--- src/rtl/trig_pkg.sv ---
// trig_pkg: shared encodings for the coincidence trigger generator.
//   MODE_*  : trigger condition select (OR-all, front AND rear, front only, rear only)
//   state_e : dead-time FSM states
package trig_pkg;

    localparam logic [1:0] MODE_OR    = 2'd0;
    localparam logic [1:0] MODE_AND   = 2'd1;
    localparam logic [1:0] MODE_FRONT = 2'd2;
    localparam logic [1:0] MODE_REAR  = 2'd3;

    typedef enum logic [1:0] {
        IDLE = 2'd0,
        FIRE = 2'd1,
        DEAD = 2'd2
    } state_e;

endpackage

--- src/rtl/chan_stretch.sv ---
// chan_stretch: one discriminator channel. Registers the input twice for edge
// detection and stretches each rising edge into a window of stretch_len cycles
// using a reloadable down-counter.
//   clk, rst_n   : clock, async active-low reset
//   inp          : raw discriminator input, already synchronous to clk
//   enable       : channel mask bit (1 = enabled)
//   stretch_len  : window length in cycles, 0 disables the channel
//   ch_act       : stretched window active
module chan_stretch #(
    parameter int unsigned STR_W = 6
) (
    input  logic             clk,
    input  logic             rst_n,
    input  logic             inp,
    input  logic             enable,
    input  logic [STR_W-1:0] stretch_len,
    output logic             ch_act
);

    logic             inp_q;
    logic             inp_qq;
    logic             rise;
    logic [STR_W-1:0] cnt_q;

    assign rise   = inp_q & ~inp_qq & enable;
    assign ch_act = (cnt_q != '0);

    always_ff @(posedge clk or negedge rst_n) begin
        if (!rst_n) begin
            inp_q  <= 1'b0;
            inp_qq <= 1'b0;
            cnt_q  <= '0;
        end else begin
            inp_q  <= inp;
            inp_qq <= inp_q;
            // Masked or disabled channels drop their window on the next cycle.
            if (!enable || (stretch_len == '0)) begin
                cnt_q <= '0;
            end else if (rise) begin
                cnt_q <= stretch_len;  // retrigger extends the window
            end else if (cnt_q != '0) begin
                cnt_q <= cnt_q - 1'b1;
            end
        end
    end

endmodule

--- src/rtl/coinc_trig_gen2.sv ---
// coinc_trig_gen2: front/rear scatter trigger. Per-channel mask + stretcher,
// group OR and mode select, prescaled candidate acceptance and a dead-time FSM
// that drives the trigger pulse and MQDC gate.
//   clk, rst_n                  : clock, async active-low reset
//   inp, chan_mask              : discriminator inputs and per-channel enables
//   mode                        : condition select (see trig_pkg MODE_*)
//   stretch_len                 : stretcher window length
//   trig_len, gate_len, dead_len: output widths and dead time, latched on accept
//   prescale                    : accept 1 of every prescale candidates
//   ext_veto                    : discards candidates while high
//   trig_out, gate_out, busy    : trigger pulse, gate, FSM not idle
//   cand_count, acc_count       : saturating candidate / accepted totals
module coinc_trig_gen2
    import trig_pkg::*;
#(
    parameter int unsigned N_FRONT = 18,
    parameter int unsigned N_REAR  = 28,
    parameter int unsigned STR_W   = 6,
    parameter int unsigned LEN_W   = 8,
    parameter int unsigned PRE_W   = 16,
    parameter int unsigned CNT_W   = 32
) (
    input  logic                      clk,
    input  logic                      rst_n,
    input  logic [N_FRONT+N_REAR-1:0] inp,
    input  logic [N_FRONT+N_REAR-1:0] chan_mask,
    input  logic [1:0]                mode,
    input  logic [STR_W-1:0]          stretch_len,
    input  logic [LEN_W-1:0]          trig_len,
    input  logic [LEN_W-1:0]          gate_len,
    input  logic [LEN_W-1:0]          dead_len,
    input  logic [PRE_W-1:0]          prescale,
    input  logic                      ext_veto,
    output logic                      trig_out,
    output logic                      gate_out,
    output logic                      busy,
    output logic [CNT_W-1:0]          cand_count,
    output logic [CNT_W-1:0]          acc_count
);

    localparam int unsigned NCH = N_FRONT + N_REAR;

    logic [NCH-1:0]   ch_act;
    logic             front_or;
    logic             rear_or;
    logic             cond;
    logic             cond_d;
    logic             cand;
    logic             accept;
    logic [PRE_W-1:0] pre_last;
    logic [PRE_W-1:0] pre_cnt;
    logic [LEN_W-1:0] trig_ld;
    logic [LEN_W-1:0] gate_ld;
    logic [LEN_W-1:0] trig_cnt;
    logic [LEN_W-1:0] gate_cnt;
    logic [LEN_W-1:0] dead_cnt;
    state_e           state;

    for (genvar i = 0; i < NCH; i++) begin : g_chan
        chan_stretch #(
            .STR_W(STR_W)
        ) u_chan (
            .clk        (clk),
            .rst_n      (rst_n),
            .inp        (inp[i]),
            .enable     (chan_mask[i]),
            .stretch_len(stretch_len),
            .ch_act     (ch_act[i])
        );
    end

    assign front_or = |ch_act[N_FRONT-1:0];
    assign rear_or  = |ch_act[NCH-1:N_FRONT];

    always_comb begin
        cond = 1'b0;
        case (mode)
            MODE_OR:    cond = front_or | rear_or;
            MODE_AND:   cond = front_or & rear_or;
            MODE_FRONT: cond = front_or;
            MODE_REAR:  cond = rear_or;
            default:    cond = 1'b0;
        endcase
    end

    assign cand     = cond & ~cond_d & (state == IDLE) & ~ext_veto;
    // prescale 0 and 1 both mean "accept every candidate".
    assign pre_last = (prescale == '0) ? '0 : prescale - 1'b1;
    // >= rather than == so a prescale lowered mid-run cannot strand the counter.
    assign accept   = cand & (pre_cnt >= pre_last);
    assign trig_ld  = (trig_len == '0) ? LEN_W'(1) : trig_len;
    assign gate_ld  = (gate_len == '0) ? LEN_W'(1) : gate_len;
    assign busy     = (state != IDLE);

    always_ff @(posedge clk or negedge rst_n) begin
        if (!rst_n) begin
            state      <= IDLE;
            cond_d     <= 1'b0;
            pre_cnt    <= '0;
            trig_cnt   <= '0;
            gate_cnt   <= '0;
            dead_cnt   <= '0;
            trig_out   <= 1'b0;
            gate_out   <= 1'b0;
            cand_count <= '0;
            acc_count  <= '0;
        end else begin
            cond_d <= cond;
            if (cand) begin
                if (cand_count != '1) cand_count <= cand_count + 1'b1;
                pre_cnt <= accept ? '0 : pre_cnt + 1'b1;
            end
            case (state)
                IDLE: begin
                    if (accept) begin
                        state    <= FIRE;
                        trig_cnt <= trig_ld;
                        gate_cnt <= gate_ld;
                        dead_cnt <= dead_len;
                        trig_out <= 1'b1;
                        gate_out <= 1'b1;
                        if (acc_count != '1) acc_count <= acc_count + 1'b1;
                    end
                end
                FIRE: begin
                    // Counters hold the remaining high cycles including the current one.
                    if (trig_cnt != '0) trig_cnt <= trig_cnt - 1'b1;
                    if (gate_cnt != '0) gate_cnt <= gate_cnt - 1'b1;
                    trig_out <= (trig_cnt > LEN_W'(1));
                    gate_out <= (gate_cnt > LEN_W'(1));
                    if ((trig_cnt <= LEN_W'(1)) && (gate_cnt <= LEN_W'(1))) begin
                        state <= (dead_cnt == '0) ? IDLE : DEAD;
                    end
                end
                DEAD: begin
                    if (dead_cnt != '0) dead_cnt <= dead_cnt - 1'b1;
                    if (dead_cnt <= LEN_W'(1)) state <= IDLE;
                end
                default: state <= IDLE;
            endcase
        end
    end

endmodule

--- config.mk ---
export PLATFORM = sky130hd
export DESIGN_NAME = coinc_trig_gen2
export DESIGN_NICKNAME = d
export VERILOG_FILES = /design/src/rtl/trig_pkg.sv /design/src/rtl/chan_stretch.sv /design/src/rtl/coinc_trig_gen2.sv
export SDC_FILE = /design/constraint.sdc
export NUM_CORES = 1
export LEC_CHECK = 0
export ABC_CLOCK_PERIOD_IN_PS = 4900
export CAP_MARGIN = 20
export CORE_ASPECT_RATIO = 2
export CORE_UTILIZATION = 25
export CTS_CLUSTER_SIZE = 16
export DETAILED_ROUTE_END_ITERATION = 16
export SLEW_MARGIN = 20
export SYNTH_ARGS = -nofsm -noshare
export SYNTH_HDL_FRONTEND = slang
export SYNTH_SLANG_ARGS = --single-unit
--- constraint.sdc ---
create_clock -name clk -period 4.9 [get_ports clk]
set_clock_uncertainty 0.2 [all_clocks]
set_input_delay 0.735 -clock clk [delete_from_list [all_inputs] [get_ports clk]]
set_output_delay 0.735 -clock clk [all_outputs]
set_load 0.005 [all_outputs]
# Yosys cells after proc, flatten, opt, wreduce, memory -nomap -nowiden
# Index checks and enable logic that the tools add are counted.
[totals] ff_bits=477 inputBits=143 wordCells=733
[classes] n_reduce_logical=207 eq_ne=13 bitwise=146 order_cmp=6 addsub=53 mux=160
[op_table] operator="$mux W6" count=138
[op_table] operator="$reduce_bool A6 Y1" count=46
[op_table] operator="$sub A6 B1 Y6 const B" count=46
[op_table] operator="$reduce_bool A3 Y1" count=46
[op_table] operator="$and A1 B1 Y1" count=97
[op_table] operator="$add A32 B1 Y32 const B" count=2
[op_table] operator="$mux W8" count=8
[op_table] operator="$ne A32 B32 Y1 const B" count=2
[op_table] operator="$not A1 Y1" count=48
[op_table] operator="$pmux W8 S2" count=3
[op_table] operator="$logic_not A1 Y1" count=46
[op_table] operator="$logic_or A1 B1 Y1" count=46
[op_table] operator="$mux W16" count=2
[op_table] operator="$reduce_or A28 Y1" count=1
[op_table] operator="$le A8 B1 Y1 const B" count=3
[op_table] operator="$logic_not A8 Y1" count=3
[op_table] operator="$reduce_bool A8 Y1" count=3
[op_table] operator="$sub A8 B1 Y8 const B" count=3
[op_table] operator="$reduce_or A18 Y1" count=1
[op_table] operator="$add A16 B1 Y16 const B" count=1
[op_table] operator="$ge A16 B16 Y1" count=1
[op_table] operator="$gt A8 B1 Y1 const B" count=2
[op_table] operator="$logic_not A16 Y1" count=1
[op_table] operator="$sub A16 B1 Y16 const B" count=1
[op_table] operator="15 further kinds" count=35

# Logic depth before layout (Yosys ltp)
[depth] ltp_word=10 ltp_mapped=17 depth_no_buf=16

# Modules after synthesis
# From an unflattened synthesis, not the netlist that was laid out.
[unflattened] cells_unflattened=3104 area_unflattened_um2=29547.1
[modules_own_cells] mod="chan_stretch" instances=46 area_each_um2=491.7 seq_area_each_um2=200.2 cells_per_inst=51
[modules_own_cells] mod="coinc_trig_gen2" instances=1 area_each_um2=6927.9 seq_area_each_um2=2727.6 cells_per_inst=758

# Worst setup path after synthesis
# Ideal clock, no wire load.
[synth_path] path_kind="input port to flip-flop" from="input prescale[5]" to="register acc_count[31]" t_required_ps=4621 slack_ps=404 stages=16 t_arrival_ps=4217 path_cell_list="or4_1 -> or4_1 -> nor2_1 -> nand2_1 -> xnor2_1 -> nand2_1 -> ha_1 -> nand4_1 -> nor2_1 -> o2111a_1 -> o2111ai_1 -> a21o_1 -> or4_1 -> buf_2 -> nor3_2 -> xor2_1"
[synth_between] elab_chain_len=5 elab_cells_between_ends=6 cone_classes="1 x add/sub; 1 x order compare; 1 x mux; 1 x bitwise; 2 x reduce/logical"
[synth_lines] element="from (decl)" line_no="coinc_trig_gen2.sv:32" text="input logic [PRE_W-1:0] prescale,"
[synth_lines] element="$sub A16 B1 Y16 / $logic_not A16 Y1 (equally long branches)" line_no="coinc_trig_gen2.sv:88" text="assign pre_last = (prescale == '0) ? '0 : prescale - 1'b1;"
[synth_lines] element="$mux W16 *" line_no="coinc_trig_gen2.sv:88"
[synth_lines] element="$ge A16 B16 Y1 *" line_no="coinc_trig_gen2.sv:90" text="assign accept = cand & (pre_cnt >= pre_last);"
[synth_lines] element="$and A1 B1 Y1 *" line_no="coinc_trig_gen2.sv:90"
[synth_lines] element="$reduce_and A3 Y1 (no source line) *"
[synth_lines] element="to (signal assigned)" line_no="coinc_trig_gen2.sv:122" text="if (acc_count != '1) acc_count <= acc_count + 1'b1;"
[synth_lines] element="to (decl)" line_no="coinc_trig_gen2.sv:38" text="output logic [CNT_W-1:0] acc_count"
# Every way passes the cells marked *; elsewhere a longest branch is shown, timed or not.
# A chain may end at the register's enable or synchronous reset.

# Worst setup path in the final report
[layout_path] from="input prescale[5]" to="register acc_count[23]"
# The elaborated chain is that of the path after synthesis.

==> flow_metrics.env <==
export IMPL_status="finished, final reports clean"
export IMPL_synth_top_area_share_pct=46.89
export IMPL_async_flop_share_pct=100.0
export IMPL_initial_utilization_pct=25.21
export IMPL_track_usage_pct=13.91
export IMPL_fp_dieW_um=227.6
export IMPL_clk_pin_slew_ns=0.07
export IMPL_crit_required_ns=5.24
export IMPL_period_share_pct=91.15
export IMPL_clk_latency_ns=0.62
export IMPL_drtIter0Drc=614
export IMPL_netlist_top_cells_area="dfrtp_1, nor2_1, xnor2_1, ha_1, a211oi_1"
export IMPL_crit_type="in -> reg"
export IMPL_timing_rr_start="g_chan[29].u_chan.cnt_q[0]$_DFFE_PN0P_"
export IMPL_r2r_cells=12
export IMPL_final_common_cell="dfrtp_1"
export IMPL_core_um2=101000
export IMPL_die_area_um2=103200
export IMPL_critPathMaxFanout=8
export IMPL_synth_area_per_cell_um2=9.379
export IMPL_synth_seq_area_share_pct=46.89
export IMPL_die_h_um=453.3
export IMPL_via_per_inst=4.613
export IMPL_synth_top_cell_by_area="dfrtp_1"
export IMPL_cts_resized=0
export IMPL_routedWlPerCell_um=16.14
export IMPL_nFillCells=10425
export IMPL_numCtsBuffers=51
export IMPL_ys_ff_latch=477
export IMPL_fin_cells=4348
export IMPL_power_density_nw_per_um2=529.2
export IMPL_crit_end="acc_count[23]$_DFFE_PN0P_"
export IMPL_grt_ovfl_total=0
export IMPL_antenna_left=0
export IMPL_grt_start_max_net_pins=102
export IMPL_tightest_slew_ns=1.073
export IMPL_nNetsFinal=3235
export IMPL_syn_nets=2977
export IMPL_htreeDepth=2
export IMPL_peakVddDrop_mv=0.2574
export IMPL_routed_wirelength_um=70170
export IMPL_power_leakage_nw=13.80
export IMPL_fin_crit_ns=4.466
export IMPL_dp_hpwl_um=48710
export IMPL_antenna_cells=0
export IMPL_rrSetupSlack_ns=1.07
export IMPL_cts_tree="yes"
export IMPL_area_growth_pct=22.98
export IMPL_power_mw=16.57
export IMPL_grt_pass1_wl_um=113200
export IMPL_place_congestion=0.8240
export IMPL_worstSetupStartpoint="prescale[5]"
export IMPL_grt_pass1_vias=21172
export IMPL_fmax_mhz=223.9
export IMPL_rsz0062_at_grt="no"
export IMPL_cts_root_buf="clkbuf_16"
export IMPL_cts_sinks=477
export IMPL_dr_pass1_iters=8
export IMPL_hold_viol=0
export IMPL_ios=210
export IMPL_synth_flop_cell="dfrtp_1"
export IMPL_r2r_end="gate_cnt[2]$_DFFE_PN0P_"
export IMPL_maxCapViolCount=0
export IMPL_synth_cells=2714
export IMPL_startpoint_type="input port"
export IMPL_slew_headroom_pct=28.46
export IMPL_antenna_found_initial=12
export IMPL_dp_cells=4254
export IMPL_placed_area_um2=29420
export IMPL_max_clock_path_buffers=3
export IMPL_final_area_um2=31300
export IMPL_io_buffers=209
export IMPL_yosysWarnings=0
export IMPL_arrival_ns=4.81
export IMPL_drc=0
export IMPL_layout_common_cells="dfrtp_1, nor2_1, nand2_1"
export IMPL_row_count=165
export IMPL_drive_gt1_share_pct=6.408
export IMPL_hold_class="reg -> reg"
export IMPL_routed_via_count=20056
export IMPL_hold_slack_ns=0.1644
export IMPL_synth_cell_types=59
export IMPL_syn_cell_area_um2=25450
export IMPL_critPathCaptureType="flop"
export IMPL_setup_viol=0
export IMPL_maxSlewViolCount=0
export IMPL_synth_edf_count=0
[power breakdown]
group / total, mW / switching (mW) / internal (mW)
Combinational: 6.37 / 3.36 / 3.01
Sequential: 5.82 / 0.871 / 4.95
Clock: 4.37 / 1.73 / 2.65
[Yosys cell counts, drive strengths merged, types with 6 or more instances]
master / n
a211oi: 188
a21o: 6
buf: 21
nor3: 77
mux2i: 25
xor2: 120
clkbuf: 40
nor4: 19
nand2b: 49
nor2: 472
or3: 22
inv: 107
and2: 9
or2: 24
nand3b: 33
a211o: 23
nand2: 266
o211ai: 21
and4: 7
and3: 52
or4: 7
nand3: 109
a21oi: 99
nand4: 25
ha: 120
xnor2: 187
nor2b: 29
o21ai: 45
dfrtp: 477
[state kept, by name, summed over array words and instances (netlist names)]
register and flops:
trig_out 1, gate_cnt 8, cand_count 32, pre_cnt 16
cond_d 1, gate_out 1, g_chan.u_chan.inp_qq 46, dead_cnt 8
state 2, g_chan.u_chan.cnt_q 276, acc_count 32, g_chan.u_chan.inp_q 46
trig_cnt 8
[metal layers]
layer,vias to the layer above,GRT usage (%),wire [um]
met5,-,0,116
met4,18,4.656,2040
met3,127,2.753,3121
met2,343,26.48,37660
met1,9716,14.96,27230
li1,9852,-,-
[critical path, cell delays in order]
cell and delay (ns):
clkdlybuf4s50_1 0.41, or4_1 0.54, or4_1 0.45, nor2_1 0.15, nand2_1 0.08, xnor2_1 0.15
nand2_1 0.08, ha_1 0.28, nand4_1 0.09, nor2_1 0.17, o2111a_1 0.23, o2111ai_1 0.16
a21o_1 0.21, or4_1 0.53, buf_4 0.19, nor3_2 0.17, xor2_1 0.17
[timing repair]
action | in CTS | in global routing
setup buffers | 0 | 0
endpoints found under the hold margin | 5 | 0
hold buffers | 1 | 0
[cells by family (layout without fill, tap and decap cells)]
family	count (synthesis)	after routing	synth area share, %
AND/OR/NAND/NOR	1207	1207	22.12
adder cells (fa/ha/maj)	120	120	5.899
XOR/XNOR	307	307	10.56
AO/OA/AOI/OAI	407	407	10.85
flip-flops	477	477	46.89
buffers and inverters	168	466	2.551
multiplexers	28	28	1.116
[worst min-delay path by stage]
stage                                                     to  cells after the start                              start  slack (ns)
after floorplan            g_chan[0].u_chan.inp_qq$_DFF_PN0_                      0   g_chan[0].u_chan.inp_q$_DFF_PN0_        0.15
after global placement    g_chan[32].u_chan.inp_qq$_DFF_PN0_                      0  g_chan[32].u_chan.inp_q$_DFF_PN0_        0.15
after detailed placement  g_chan[38].u_chan.inp_qq$_DFF_PN0_                      0  g_chan[38].u_chan.inp_q$_DFF_PN0_        0.15
after CTS                 g_chan[38].u_chan.inp_qq$_DFF_PN0_                      0  g_chan[38].u_chan.inp_q$_DFF_PN0_        0.17
after global routing      g_chan[38].u_chan.inp_qq$_DFF_PN0_                      0  g_chan[38].u_chan.inp_q$_DFF_PN0_        0.18
final                     g_chan[38].u_chan.inp_qq$_DFF_PN0_                      0  g_chan[38].u_chan.inp_q$_DFF_PN0_        0.16
[cell type report]
type | instances | area (um^2) | share of cell area (%)
inverters | 107 | 401.6 | 1.283
multi-input cells | 2069 | 12880 | 41.13
flip-flops and latches | 477 | 11940 | 38.13
repair buffers | 266 | 2547 | 8.138
clock inverters | 23 | 382.9 | 1.223
well taps | 1336 | 1672 | 5.340
clock buffers | 70 | 1488 | 4.752
[through the flow]
step	TNS (ns)	util [%]	worst slack (ns)
3_5_place_dp	-4.356	29.15	-0.2297
5_1_grt	0	31.01	0.07173
6_report	0	31.01	0.4336
2_1_floorplan	0	-	0.4036
3_3_place_gp	-2.824	29.15	-0.1653
4_1_cts	0	31.01	0.4442
Power figures use the tool's default switching activity.
